--- src/rtl/idu_decode_stage.sv ---
// RV32I instruction decode stage: decodes the fetched {pc, inst} packet and holds it
// in a one-entry pipeline register with valid/ready handshakes on both sides.
module idu_decode_stage #(
    parameter int CPU_Width = 32,
    parameter int REG_IDX_W = 5
) (
    input  logic                 clk,
    input  logic                 rst,
    input  logic                 i_pre_valid,
    output logic                 o_pre_ready,
    input  logic [CPU_Width-1:0] i_ifu_pc,
    input  logic [CPU_Width-1:0] i_ifu_inst,
    input  logic                 i_flush,
    output logic                 o_post_valid,
    input  logic                 i_post_ready,
    output logic [CPU_Width-1:0] o_idu_pc,
    output logic [REG_IDX_W-1:0] o_rs1_idx,
    output logic [REG_IDX_W-1:0] o_rs2_idx,
    output logic [REG_IDX_W-1:0] o_rd_idx,
    output logic                 o_rd_wen,
    output logic [CPU_Width-1:0] o_imm,
    output logic [3:0]           o_alu_op,
    output logic                 o_src1_pc,
    output logic                 o_src2_imm,
    output logic [2:0]           o_br_type,
    output logic [1:0]           o_jump,
    output logic                 o_mem_ren,
    output logic                 o_mem_wen,
    output logic [1:0]           o_mem_size,
    output logic                 o_mem_unsigned,
    output logic                 o_ebreak,
    output logic                 o_ecall,
    output logic                 o_illegal
);

    localparam logic [6:0] OPC_OP     = 7'b0110011;
    localparam logic [6:0] OPC_OP_IMM = 7'b0010011;
    localparam logic [6:0] OPC_LUI    = 7'b0110111;
    localparam logic [6:0] OPC_AUIPC  = 7'b0010111;
    localparam logic [6:0] OPC_JAL    = 7'b1101111;
    localparam logic [6:0] OPC_JALR   = 7'b1100111;
    localparam logic [6:0] OPC_BRANCH = 7'b1100011;
    localparam logic [6:0] OPC_LOAD   = 7'b0000011;
    localparam logic [6:0] OPC_STORE  = 7'b0100011;
    localparam logic [6:0] OPC_SYSTEM = 7'b1110011;

    localparam logic [3:0] ALU_ADD   = 4'd0;
    localparam logic [3:0] ALU_SUB   = 4'd1;
    localparam logic [3:0] ALU_SLL   = 4'd2;
    localparam logic [3:0] ALU_SLT   = 4'd3;
    localparam logic [3:0] ALU_SLTU  = 4'd4;
    localparam logic [3:0] ALU_XOR   = 4'd5;
    localparam logic [3:0] ALU_SRL   = 4'd6;
    localparam logic [3:0] ALU_SRA   = 4'd7;
    localparam logic [3:0] ALU_OR    = 4'd8;
    localparam logic [3:0] ALU_AND   = 4'd9;
    localparam logic [3:0] ALU_PASSB = 4'd10;

    typedef enum logic {EMPTY, FULL} state_e;

    typedef struct packed {
        logic [CPU_Width-1:0] pc;
        logic [REG_IDX_W-1:0] rs1;
        logic [REG_IDX_W-1:0] rs2;
        logic [REG_IDX_W-1:0] rd;
        logic                 rd_wen;
        logic [CPU_Width-1:0] imm;
        logic [3:0]           alu_op;
        logic                 src1_pc;
        logic                 src2_imm;
        logic [2:0]           br_type;
        logic [1:0]           jump;
        logic                 mem_ren;
        logic                 mem_wen;
        logic [1:0]           mem_size;
        logic                 mem_unsigned;
        logic                 ebreak;
        logic                 ecall;
        logic                 illegal;
    } pkt_t;

    function automatic logic [3:0] alu_from_f3(input logic [2:0] f3, input logic alt);
        case (f3)
            3'b000:  return alt ? ALU_SUB : ALU_ADD;
            3'b001:  return ALU_SLL;
            3'b010:  return ALU_SLT;
            3'b011:  return ALU_SLTU;
            3'b100:  return ALU_XOR;
            3'b101:  return alt ? ALU_SRA : ALU_SRL;
            3'b110:  return ALU_OR;
            default: return ALU_AND;
        endcase
    endfunction

    state_e      state, state_next;
    pkt_t        dec, pkt_q;
    logic [6:0]  opcode;
    logic [2:0]  funct3;
    logic [6:0]  funct7;
    logic [31:0] inst;
    logic [31:0] imm32;
    logic        legal;
    logic        rd_write;
    logic        full;
    logic        accept;

    assign inst   = i_ifu_inst[31:0];
    assign opcode = inst[6:0];
    assign funct3 = inst[14:12];
    assign funct7 = inst[31:25];

    // NOTE: every variable written here gets a default first so no path leaves it
    // unassigned; otherwise synthesis infers a latch.
    always_comb begin
        dec          = '0;
        imm32        = '0;
        legal        = 1'b1;
        rd_write     = 1'b0;
        dec.pc       = i_ifu_pc;
        dec.rs1      = REG_IDX_W'(inst[19:15]);
        dec.rs2      = REG_IDX_W'(inst[24:20]);
        dec.rd       = REG_IDX_W'(inst[11:7]);
        dec.alu_op   = ALU_ADD;

        // Every recognised opcode ends in 2'b11, so compressed encodings fall to default.
        case (opcode)
            OPC_OP: begin
                rd_write   = 1'b1;
                dec.alu_op = alu_from_f3(funct3, funct7[5]);
                legal      = (funct7 == 7'h00) ||
                             (funct7 == 7'h20 && (funct3 == 3'b000 || funct3 == 3'b101));
            end
            OPC_OP_IMM: begin
                rd_write     = 1'b1;
                imm32        = {{20{inst[31]}}, inst[31:20]};
                dec.src2_imm = 1'b1;
                dec.alu_op   = alu_from_f3(funct3, (funct3 == 3'b101) & inst[30]);
                if (funct3 == 3'b001)      legal = (funct7 == 7'h00);
                else if (funct3 == 3'b101) legal = (funct7 == 7'h00) || (funct7 == 7'h20);
            end
            OPC_LUI: begin
                rd_write     = 1'b1;
                imm32        = {inst[31:12], 12'b0};
                dec.alu_op   = ALU_PASSB;
                dec.src2_imm = 1'b1;
            end
            OPC_AUIPC: begin
                rd_write     = 1'b1;
                imm32        = {inst[31:12], 12'b0};
                dec.src1_pc  = 1'b1;
                dec.src2_imm = 1'b1;
            end
            OPC_JAL: begin
                // Operand B is the link offset 4, which execute substitutes for o_imm.
                rd_write     = 1'b1;
                imm32        = {{12{inst[31]}}, inst[19:12], inst[20], inst[30:21], 1'b0};
                dec.src1_pc  = 1'b1;
                dec.src2_imm = 1'b1;
                dec.jump     = 2'd1;
            end
            OPC_JALR: begin
                rd_write     = 1'b1;
                imm32        = {{20{inst[31]}}, inst[31:20]};
                dec.src1_pc  = 1'b1;
                dec.src2_imm = 1'b1;
                dec.jump     = 2'd2;
                legal        = (funct3 == 3'b000);
            end
            OPC_BRANCH: begin
                imm32      = {{20{inst[31]}}, inst[7], inst[30:25], inst[11:8], 1'b0};
                dec.alu_op = ALU_SUB;
                case (funct3)
                    3'b000:  dec.br_type = 3'd1;
                    3'b001:  dec.br_type = 3'd2;
                    3'b100:  dec.br_type = 3'd3;
                    3'b101:  dec.br_type = 3'd4;
                    3'b110:  dec.br_type = 3'd5;
                    3'b111:  dec.br_type = 3'd6;
                    default: legal       = 1'b0;
                endcase
            end
            OPC_LOAD: begin
                rd_write         = 1'b1;
                imm32            = {{20{inst[31]}}, inst[31:20]};
                dec.src2_imm     = 1'b1;
                dec.mem_ren      = 1'b1;
                dec.mem_size     = funct3[1:0];
                dec.mem_unsigned = funct3[2];
                legal            = (funct3 != 3'b011) && (funct3 != 3'b110) && (funct3 != 3'b111);
            end
            OPC_STORE: begin
                imm32        = {{20{inst[31]}}, inst[31:25], inst[11:7]};
                dec.src2_imm = 1'b1;
                dec.mem_wen  = 1'b1;
                dec.mem_size = funct3[1:0];
                legal        = (funct3 == 3'b000) || (funct3 == 3'b001) || (funct3 == 3'b010);
            end
            OPC_SYSTEM: begin
                dec.ebreak = (inst == 32'h0010_0073);
                dec.ecall  = (inst == 32'h0000_0073);
                legal      = dec.ebreak | dec.ecall;
            end
            default: legal = 1'b0;
        endcase

        dec.imm     = CPU_Width'($signed(imm32));
        dec.illegal = ~legal;
        dec.rd_wen  = rd_write & legal & (dec.rd != '0);
        // Illegal packets still flow to execute so it can trap, but with no side effects.
        if (!legal) begin
            dec.mem_ren = 1'b0;
            dec.mem_wen = 1'b0;
            dec.br_type = 3'd0;
            dec.jump    = 2'd0;
        end
    end

    assign full        = (state == FULL);
    assign o_pre_ready = ~full | i_post_ready;
    assign accept      = i_pre_valid & o_pre_ready & ~i_flush;

    always_comb begin
        state_next = state;
        if (i_flush) begin
            state_next = EMPTY;
        end else begin
            case (state)
                EMPTY:   if (accept) state_next = FULL;
                FULL:    if (!accept && i_post_ready) state_next = EMPTY;
                default: state_next = EMPTY;
            endcase
        end
    end

    // NOTE: sequential state uses non-blocking assignments so every register samples
    // the pre-edge values, independent of statement order.
    always_ff @(posedge clk or negedge rst) begin
        if (!rst) state <= EMPTY;
        else      state <= state_next;
    end

    // NOTE: a one-entry pipeline register is cheap to reset, and doing so keeps the
    // outputs at a defined zero rather than X before the first packet arrives.
    always_ff @(posedge clk or negedge rst) begin
        if (!rst)        pkt_q <= '0;
        else if (accept) pkt_q <= dec;
    end

    assign o_post_valid   = full;
    assign o_idu_pc       = pkt_q.pc;
    assign o_rs1_idx      = pkt_q.rs1;
    assign o_rs2_idx      = pkt_q.rs2;
    assign o_rd_idx       = pkt_q.rd;
    assign o_rd_wen       = pkt_q.rd_wen;
    assign o_imm          = pkt_q.imm;
    assign o_alu_op       = pkt_q.alu_op;
    assign o_src1_pc      = pkt_q.src1_pc;
    assign o_src2_imm     = pkt_q.src2_imm;
    assign o_br_type      = pkt_q.br_type;
    assign o_jump         = pkt_q.jump;
    assign o_mem_ren      = pkt_q.mem_ren;
    assign o_mem_wen      = pkt_q.mem_wen;
    assign o_mem_size     = pkt_q.mem_size;
    assign o_mem_unsigned = pkt_q.mem_unsigned;
    assign o_ebreak       = pkt_q.ebreak;
    assign o_ecall        = pkt_q.ecall;
    assign o_illegal      = pkt_q.illegal;

endmodule

--- config.mk ---
export PLATFORM = sky130hd
export DESIGN_NAME = idu_decode_stage
export DESIGN_NICKNAME = d
export VERILOG_FILES = /design/src/rtl/idu_decode_stage.sv
export SDC_FILE = /design/constraint.sdc
export NUM_CORES = 1
export LEC_CHECK = 0
export ABC_CLOCK_PERIOD_IN_PS = 1600
export BUFFER_PORTS_ARGS = -buffer_cell sky130_fd_sc_hd__buf_4
export CELL_PAD_IN_SITES_DETAIL_PLACEMENT = 1
export CELL_PAD_IN_SITES_GLOBAL_PLACEMENT = 2
export CORE_AREA = 2 2 136 138
export DETAILED_ROUTE_END_ITERATION = 16
export DIE_AREA = 0 0 138 140
export HOLD_SLACK_MARGIN = 0.05
export PLACE_DENSITY = 0.74
export SYNTH_ARGS = -nofsm -noshare
export SYNTH_HDL_FRONTEND = slang
export SYNTH_SLANG_ARGS = --single-unit
--- constraint.sdc ---
create_clock -name clk -period 1.6 [get_ports clk]
set_input_delay 0.4 -clock clk [delete_from_list [all_inputs] [get_ports clk]]
set_output_delay 0.4 -clock clk [all_outputs]
set_load 0.005 [all_outputs]
== Word-level counts from Yosys, hierarchy flattened ==
Index checks and enable logic that the tools add are counted.
W data, S select, Z words.

* Register bits: 100
* Bits of input ports: 69
* Output and inout port bits: 101
* Word-level logic and storage cells: 101

* Eq/ne operators: 23
* Mux-type cells: 28
* Bitwise logic cells: 10
* Reductions and logical operators: 21

{| class="wikitable"
|+ Operator list
! operator !! number
|-
| $pmux W32 S5 || 1
|-
| $pmux W4 S7 || 2
|-
| $eq A32 B21 Y1 const B || 1
|-
| $eq A32 B7 Y1 const B || 1
|-
| $eq A7 B6 Y1 const B || 4
|-
| $eq A7 B7 Y1 const B || 4
|-
| $pmux W3 S6 || 1
|-
| $mux W1 || 16
|-
| $pmux W4 S4 || 1
|-
| $eq A7 B5 Y1 const B || 2
|-
| $reduce_or A7 Y1 || 2
|-
| $eq A3 B3 Y1 const B || 4
|-
| $reduce_or A3 Y1 || 3
|-
| $pmux W1 S8 || 1
|-
| $eq A7 B2 Y1 const B || 1
|-
| $logic_not A7 Y1 || 1
|-
| $mux W7 || 1
|-
| $eq A3 B2 Y1 const B || 2
|-
| $ne A3 B3 Y1 const B || 2
|-
| $reduce_or A6 Y1 || 1
|-
| $and A1 B1 Y1 || 5
|-
| $logic_or A1 B1 Y1 || 5
|-
| $reduce_bool A5 Y1 || 1
|-
| $logic_and A1 B1 Y1 || 4
|-
| 11 further kinds || 16
|}

== Depth between registers and ports, before layout ==
Gate-level depths: netlist of run 1.

* Word-level depth: 9
* Depth in mapped cells: 7
* Mapped depth without buffers: 6

== Worst setup path before layout of run 1 ==
No wires, ideal clock.

* Path kind: input port to flip-flop
* Start point: in i_ifu_inst[5]
* End point: reg pkt_q, in the netlist o_illegal
* Setup time: 0.121 ns
* Data arrival time: 1.686 ns
* Data required time: 1.479 ns
* Path slack: -0.207 ns
* Stages on the path: 6
* Path buffers: 1
* Path through: buf_2 and3b_1 nand4_1 or4_4 a21o_1 a22o_1

* Word-level cells in the longest chain between the ends: 4
* Elaborated cells between the ends (all ways): 16
* Classes of those cells: eq/ne (12); mux (1); bitwise (2); reduce/logical (1)

{| class="wikitable"
|+ Ends and longest elaborated chain
! element !! RTL line !! source
|-
| from (decl) || 12 || <nowiki>input logic [CPU_Width-1:0] i_ifu_inst,</nowiki>
|-
| $eq A32 B21 Y1, or another cell as far along || 199 || <nowiki>dec.ebreak = (inst == 32'h0010_0073);</nowiki>
|-
| $or A1 B1 Y1 or $reduce_or A3 Y1 (tied branches) || n/a ||
|-
| $pmux W1 S8 * || 126 || <nowiki>case (opcode)</nowiki>
|-
| $not A1 Y1 * || 207 || <nowiki>dec.illegal = ~legal;</nowiki>
|-
| to (signal assigned) || 245 || <nowiki>if (!rst) pkt_q <= '0;</nowiki>
|-
| to (signal assigned) || 246 || <nowiki>else if (accept) pkt_q <= dec;</nowiki>
|-
| to (decl) || 96 || <nowiki>pkt_t dec, pkt_q;</nowiki>
|}

Every way passes the cells marked *; elsewhere a longest branch is shown, timed or not.
A chain may end at the register's enable or synchronous reset.

== Worst setup path in the final report of run 1 ==
* Start point: in i_ifu_inst[3]
* End point: reg pkt_q, in the netlist o_illegal

Same word-level chain as after synthesis.

==> run_results.csv, run 1 <==
group,metric,value,unit
die,core_area,17800,um^2
route,wl_per_cell,17.9,um
worst_hold_path,whs_endpoint,"o_post_valid",
global_routing,grtUsageTotal,17.8,%
timing,slew_headroom,57.9,%
place,dp_cells,948,
synthesis,synthArstFlopShare,100,%
setup_path,reg2regPathDepth,8,
clocking,cts_buffers,9,
clocking,htree_levels,3,
power_and_ir_drop,p_total,0.00643,W
route,totalWireLength,17500,um
place,pre_cts_ws,-0.522,ns
worst_hold_path,min_path_cells,2,
run_status,status,"finished, violations left",
setup_path,path_buf_inv,2,
finish,insertedDiodeCount,0,
setup_path,critPathMaxStageDelay,0.38,ns
worst_hold_path,hold_start,"i_flush",
setup_path,arrival,1.89,ns
die,fp-row-count,49,
clocking,clk-insertion-delay-late,0.36,ns
finish,final_common_cell,"buf_4",
timing,rsz0062_at_grt,"yes",
finish,nets,812,
synthesis,syn_area,4390,um^2
route,drc_errors,0,
synthesis,ys_seq_area_share,57.0,%
finish,seqCellArea,2500,um^2
die,pin_count,170,
timing,finalHoldViolations,0,
setup_path,r2r-end,"o_imm[2]",
place,io_buffers,169,
clocking,root_buffer,"clkbuf_16",
synthesis,yosysUniqueCellTypes,51,
worst_hold_path,hold_class,"primary input to flip-flop",
global_routing,antenna_found_initial,0,
die,die-area,19300,um^2
die,dieHeight,140,um
setup_path,crit_slowest_cell,"or3_4",
power_and_ir_drop,max-vdd-ir-drop,0.510,mV
finish,multi_input_area,2170,um^2
power_and_ir_drop,p_per_area,845,nW/um^2
finish,drive_gt1_share,48.7,%
setup_path,crit_type,"primary input to flip-flop",
global_routing,grt_max_degree,35,
global_routing,grt_pass1_vias,4923,
clocking,path_clk_slew,0.07,ns
place,finalWeightedCongestion,0.844,
setup_path,r2r_start,"o_post_valid",
clocking,cts_tree,"built",
clocking,cts.sinks,100,
setup_path,crit_path_end_kind,"flip-flop",
timing,skew,0.00743,ns
die,start_util,24.7,%
timing,timing.fmax,605,MHz
setup_path,crit_required,1.84,ns
setup_path,cpLargestDelayFamily,"simple AND/OR/NAND/NOR gates",
synthesis,synth_warnings,0,
power_and_ir_drop,power_leakage,3.77,nW
synthesis,syn_avg_cell_area,9.05,um^2
route,drtIter0Drc,134,
finish,num-fill-cells,2038,
clocking,clockBufferDepth,2,
timing,fin_crit,1.65,ns
setup_path,cp-start-kind,"primary input",
global_routing,grt_pass1_wl,27200,um
route,drtAntennaViolNets,0,
route,viasPerCell,4.71,
synthesis,syn_nets,554,
timing,slew_violations,0,
synthesis,synthCells,485,
finish,layout.cells.non_filler,977,
setup_path,rrSetupSlack,-0.04,ns
global_routing,overflow,0,
place,dp_hpwl,13000,um
setup_path,worstPathCellList,"buf_4 -> nand4bb_4 -> or3_4 -> a311oi_4 -> nor4_4 -> buf_4 -> a22o_1",
timing,setup_viol,22,
synthesis,ys_seq_elements,100,
die,die_w,138,um
run_status,violations,"setup timing",
synthesis,synth_flop_cell,"dfrtp_1",
finish,synthToLayoutAreaGrowth,73.4,%
setup_path,cp_max_fo,6,
synthesis,synth-edff-count,0,
timing,worst_pin_slew,0.624,ns
setup_path,path_common_cell,"buf_4",
job,maxCapViolCount,0,
route,drtPass1Iterations,4,
timing,fin_crit_sh,103,%
timing,worst_slack,-0.0522,ns
route,dr_total_vias,4597,
finish,final_cell_mix,"buf_4 (244), nand2_1 (164), dfrtp_1 (100)",
metrics by stage:
step / hold WS [ns] / cell area (um^2) / util (%) / TNS (ns)
floorplan: 0.104 / 4420 / - / -2.24
global placement: 0.399 / 6690 / 37.6 / -16.97
detailed placement: 0.411 / 6690 / 37.6 / -22.77
CTS: 0.210 / 7250 / 40.8 / -0.376
global route: 0.222 / 7610 / 42.8 / -2.34
finish: 0.225 / 7610 / 42.8 / -0.407
how the worst max path moves through the flow:
stage	endpoint	cells past startpoint	slack, ns	from
3_3_place_gp	o_illegal	7	-0.50	i_ifu_inst[11]
2_1_floorplan	o_illegal	5	-0.17	i_ifu_inst[2]
5_1_grt	o_imm[2]	8	-0.11	o_post_valid
4_1_cts	o_imm[10]	8	-0.03	o_post_valid
3_5_place_dp	o_illegal	7	-0.52	i_ifu_inst[11]
6_report	o_illegal	7	-0.05	i_ifu_inst[3]
state kept, by name, indices dropped and copies added (netlist names):
signal,count
o_src2_imm,1
o_imm,32
o_rs1_idx,5
o_illegal,1
o_idu_pc,32
o_mem_ren,1
o_jump,2
o_post_valid,1
o_ebreak,1
o_rd_wen,1
o_mem_size,2
o_mem_wen,1
o_alu_op,4
o_mem_unsigned,1
o_rd_idx,5
o_src1_pc,1
o_rs2_idx,5
o_ecall,1
o_br_type,3
area by class of cell:
type | instances | area share, %
Clock inverter | 7 | 0.724
Inverter | 4 | 0.230
Clock buffer | 9 | 2.96
Multi-Input combinational cell | 353 | 28.5
Tap cell | 229 | 3.77
Sequential cell | 100 | 32.9
Timing Repair Buffer | 275 | 31.0
logic make-up after synthesis:
family	Yosys count	share of synthesized area [%]
simple gates	255	25.4
flops	100	57.0
compound gates	96	14.1
buf+inv	32	3.05
xor+xnor	1	0.200
mux	1	0.228
cells in the mapped netlist, types with 3 or more instances:
| library cell | instances | area [um^2] |
|---|---|---|
| nand2b_1 | 3 | 18.8 |
| o21a_1 | 3 | 22.5 |
| nand3_1 | 6 | 30.0 |
| nor4_1 | 5 | 31.3 |
| clkbuf_1 | 20 | 75.1 |
| o31ai_1 | 5 | 37.5 |
| nor3_1 | 8 | 40.0 |
| nor2_1 | 24 | 90.1 |
| a21oi_1 | 27 | 135 |
| or3_1 | 4 | 25.0 |
| nor2b_1 | 6 | 37.5 |
| a221oi_1 | 5 | 43.8 |
| o21ai_0 | 27 | 135 |
| nand2_1 | 183 | 687 |
| buf_1 | 4 | 15.0 |
| dfrtp_1 | 100 | 2500 |
| a22o_1 | 6 | 52.6 |
| inv_1 | 4 | 15.0 |
power breakdown:
| group | switching [W] | total [W] | internal [W] | leakage [nW] |
|---|---|---|---|---|
| clock network | 0.00107 | 0.00214 | 0.00108 | 0.139 |
| registers | 0.000146 | 0.00290 | 0.00275 | 1.30 |
| logic | 0.000634 | 0.00138 | 0.000749 | 2.33 |
| total | 0.00185 | 0.00643 | 0.00458 | 3.77 |
what timing repair did:
action,4_1_cts,5_1_grt
resized for setup,49,67
cloned,2,1
setup buffers,1,8
pin swaps,9,20
hold buffers,1,0
setup endpoints to repair,88,76
hold endpoints to repair,31,0
worst register-to-register path, cell delays in order, from the launching register on:
cell and delay (ns):
dfrtp_1 0.39, nor2b_4 0.14, buf_6 0.12, inv_4 0.04, nand3b_1 0.20, buf_6 0.22, buf_12 0.15, a221oi_2 0.18
nor2_1 0.09
routing by layer:
layer / global-route usage (%) / wire (um) / vias up
met5: 0 / 0 / -
met3: 4.65 / 1050 / 27
li1: - / - / 2159
met1: 23.1 / 7720 / 2265
met2: 28.7 / 8320 / 146
met4: 6.71 / 393 / 0
Note: power is estimated with default switching activity, not from simulation.
==> run 2, diff against run 1 <==
==> config.mk (replaced) <==
export PLATFORM = sky130hd
export DESIGN_NAME = idu_decode_stage
export DESIGN_NICKNAME = d
export VERILOG_FILES = /design/src/rtl/idu_decode_stage.sv
export SDC_FILE = /design/constraint.sdc
export NUM_CORES = 1
export LEC_CHECK = 0
export ABC_CLOCK_PERIOD_IN_PS = 1600
export CELL_PAD_IN_SITES_DETAIL_PLACEMENT = 1
export CELL_PAD_IN_SITES_GLOBAL_PLACEMENT = 2
export CORE_AREA = 2 2 121 123
export DETAILED_ROUTE_END_ITERATION = 16
export DIE_AREA = 0 0 123 125
export DONT_BUFFER_PORTS = 1
export HOLD_SLACK_MARGIN = 0.05
export PLACE_DENSITY = 0.72
export REMOVE_ABC_BUFFERS = 1
export SYNTH_ARGS = -nofsm -noshare
export SYNTH_HDL_FRONTEND = slang
export SYNTH_SLANG_ARGS = --single-unit
==> run_results.csv, run 2 (same netlist as run 1, synthesis figures left out) <==
group,metric,value,unit
die,dieHeight,125,um
clocking,cts_tree,"built",
timing,setup_tns,-0.0331,ns
job,maxCapViolCount,0,
route,drtPass1Iterations,4,
setup_path,crit_type,"flip-flop to output port",
power_and_ir_drop,p_per_area,1030,nW/um^2
worst_hold_path,hold_class,"primary input to asynchronous set/reset pin",
route,viasPerCell,5.15,
route,drc_errors,0,
timing,rsz0062_at_grt,"yes",
place,io_buffers,0,
timing,finalHoldViolations,100,
clocking,root_buffer,"clkbuf_16",
finish,nets,593,
route,wl_per_cell,20.2,um
finish,final_cell_mix,"nand2_1 (182), dfrtp_1 (100), buf_4 (37)",
finish,synthToLayoutAreaGrowth,26.3,%
timing,worst_pin_slew,0.337,ns
route,drtIter0Drc,185,
finish,utilization,39.0,%
clocking,cts_buffers,9,
timing,timing.fmax,612,MHz
timing,slew_violations,0,
die,die-area,15400,um^2
timing,setup_viol,1,
timing,fin_crit,1.63,ns
global_routing,grtUsageTotal,18.3,%
timing,slew_headroom,77.2,%
run_status,status,"finished, violations left",
power_and_ir_drop,power_leakage,2.58,nW
finish,insertedDiodeCount,0,
power_and_ir_drop,max-vdd-ir-drop,0.467,mV
die,start_util,30.9,%
route,dr_total_vias,3673,
timing,skew,0.00842,ns
clocking,htree_levels,3,
die,die_w,123,um
setup_path,cp_max_fo,2,
die,core_area,14200,um^2
clocking,path_clk_slew,0.08,ns
setup_path,cp-start-kind,"flip-flop",
clocking,clk-insertion-delay-late,0.35,ns
setup_path,crit_path_end_kind,"output port",
timing,hold_ws,-0.262,ns
setup_path,crit_required,1.20,ns
timing,fin_crit_sh,102,%
route,drtAntennaViolNets,0,
global_routing,grt_pass1_vias,3901,
global_routing,grt_max_degree,101,
clocking,clockBufferDepth,2,
global_routing,grt_pass1_wl,21800,um
run_status,violations,"hold timing, setup timing",
finish,drive_gt1_share,19.5,%
finish,final_common_cell,"nand2_1",
timing,worst_slack,-0.0331,ns
setup_path,reg2regPathDepth,8,
place,finalWeightedCongestion,0.810,
place,dp_hpwl,9930,um
die,pin_count,170,
global_routing,overflow,0,
route,totalWireLength,14400,um
place,pre_cts_ws,-0.547,ns
global_routing,antenna_found_initial,0,
clocking,cts.sinks,100,
die,fp-row-count,44,
setup_path,arrival,1.23,ns
## run 2: metal layers
| layer | vias to the layer above | share of wire (%) | wire length [um] | track usage (%) |
|---|---|---|---|---|
| li1 | 1721 | - | - | - |
| met1 | 1836 | 40 | 5780 | 22.6 |
| met2 | 102 | 51 | 7360 | 30.8 |
| met3 | 14 | 7.0 | 1010 | 4.70 |
| met4 | 0 | 1.7 | 240 | 6.35 |
| met5 | - | 0 | 0 | 0 |
## run 2: what timing repair did
action | 4_1_cts | 5_1_grt
gates resized for setup | 11 | 27
pin swaps | 5 | 10
hold endpoints to repair | 100 | 100
gates cloned | 0 | 5
endpoints found under the setup margin | 29 | 37
setup buffers | 2 | 4
## run 2: final timing paths
check,from,endpoint,slack (ns)
setup / recovery,o_post_valid,o_pre_ready,-0.03
hold / removal,rst,o_idu_pc[24],-0.26
setup reg to reg,o_post_valid,o_imm[10],0.01
hold reg to reg,o_mem_unsigned,o_mem_unsigned,0.50
max in group asynchronous,rst,o_imm[11],1.72
min in group clk,i_flush,o_post_valid,0.12
## run 2: layout make-up
class,count,area (um^2)
Clock buffer,10,229
Inverter,4,15.0
Tap cell,184,230
Multi-Input combinational cell,353,1910
Timing Repair Buffer,56,584
Fill cell,1629,8660
Clock inverter,6,70.1
Sequential cell,100,2500
## run 2: power by group
group / switching (W) / internal, W
Clock: 0.000998 / 0.00123
Sequential: 0.000193 / 0.00276
Combinational: 0.000286 / 0.000251
## run 2: metrics by stage
stage | cells | cell area, um^2 | hold WS, ns | total power (W)
final | 713 | 5540 | -0.262 | 0.00572
after global routing | 713 | 5540 | -0.279 | 0.00603
after CTS | 705 | 5280 | -0.279 | 0.00575
after detailed placement | 688 | 4920 | 0.106 | 0.00347
after global placement | 688 | 4920 | 0.107 | 0.00344
after floorplan | 457 | 4270 | 0.104 | 0.00326
## run 2: worst max-delay path, cell delays in order, from the launching register on
cell     delay, ns
dfrtp_1       0.35
nor2b_4       0.19
buf_6         0.12
inv_2         0.03
buf_6         0.10
buf_6         0.10
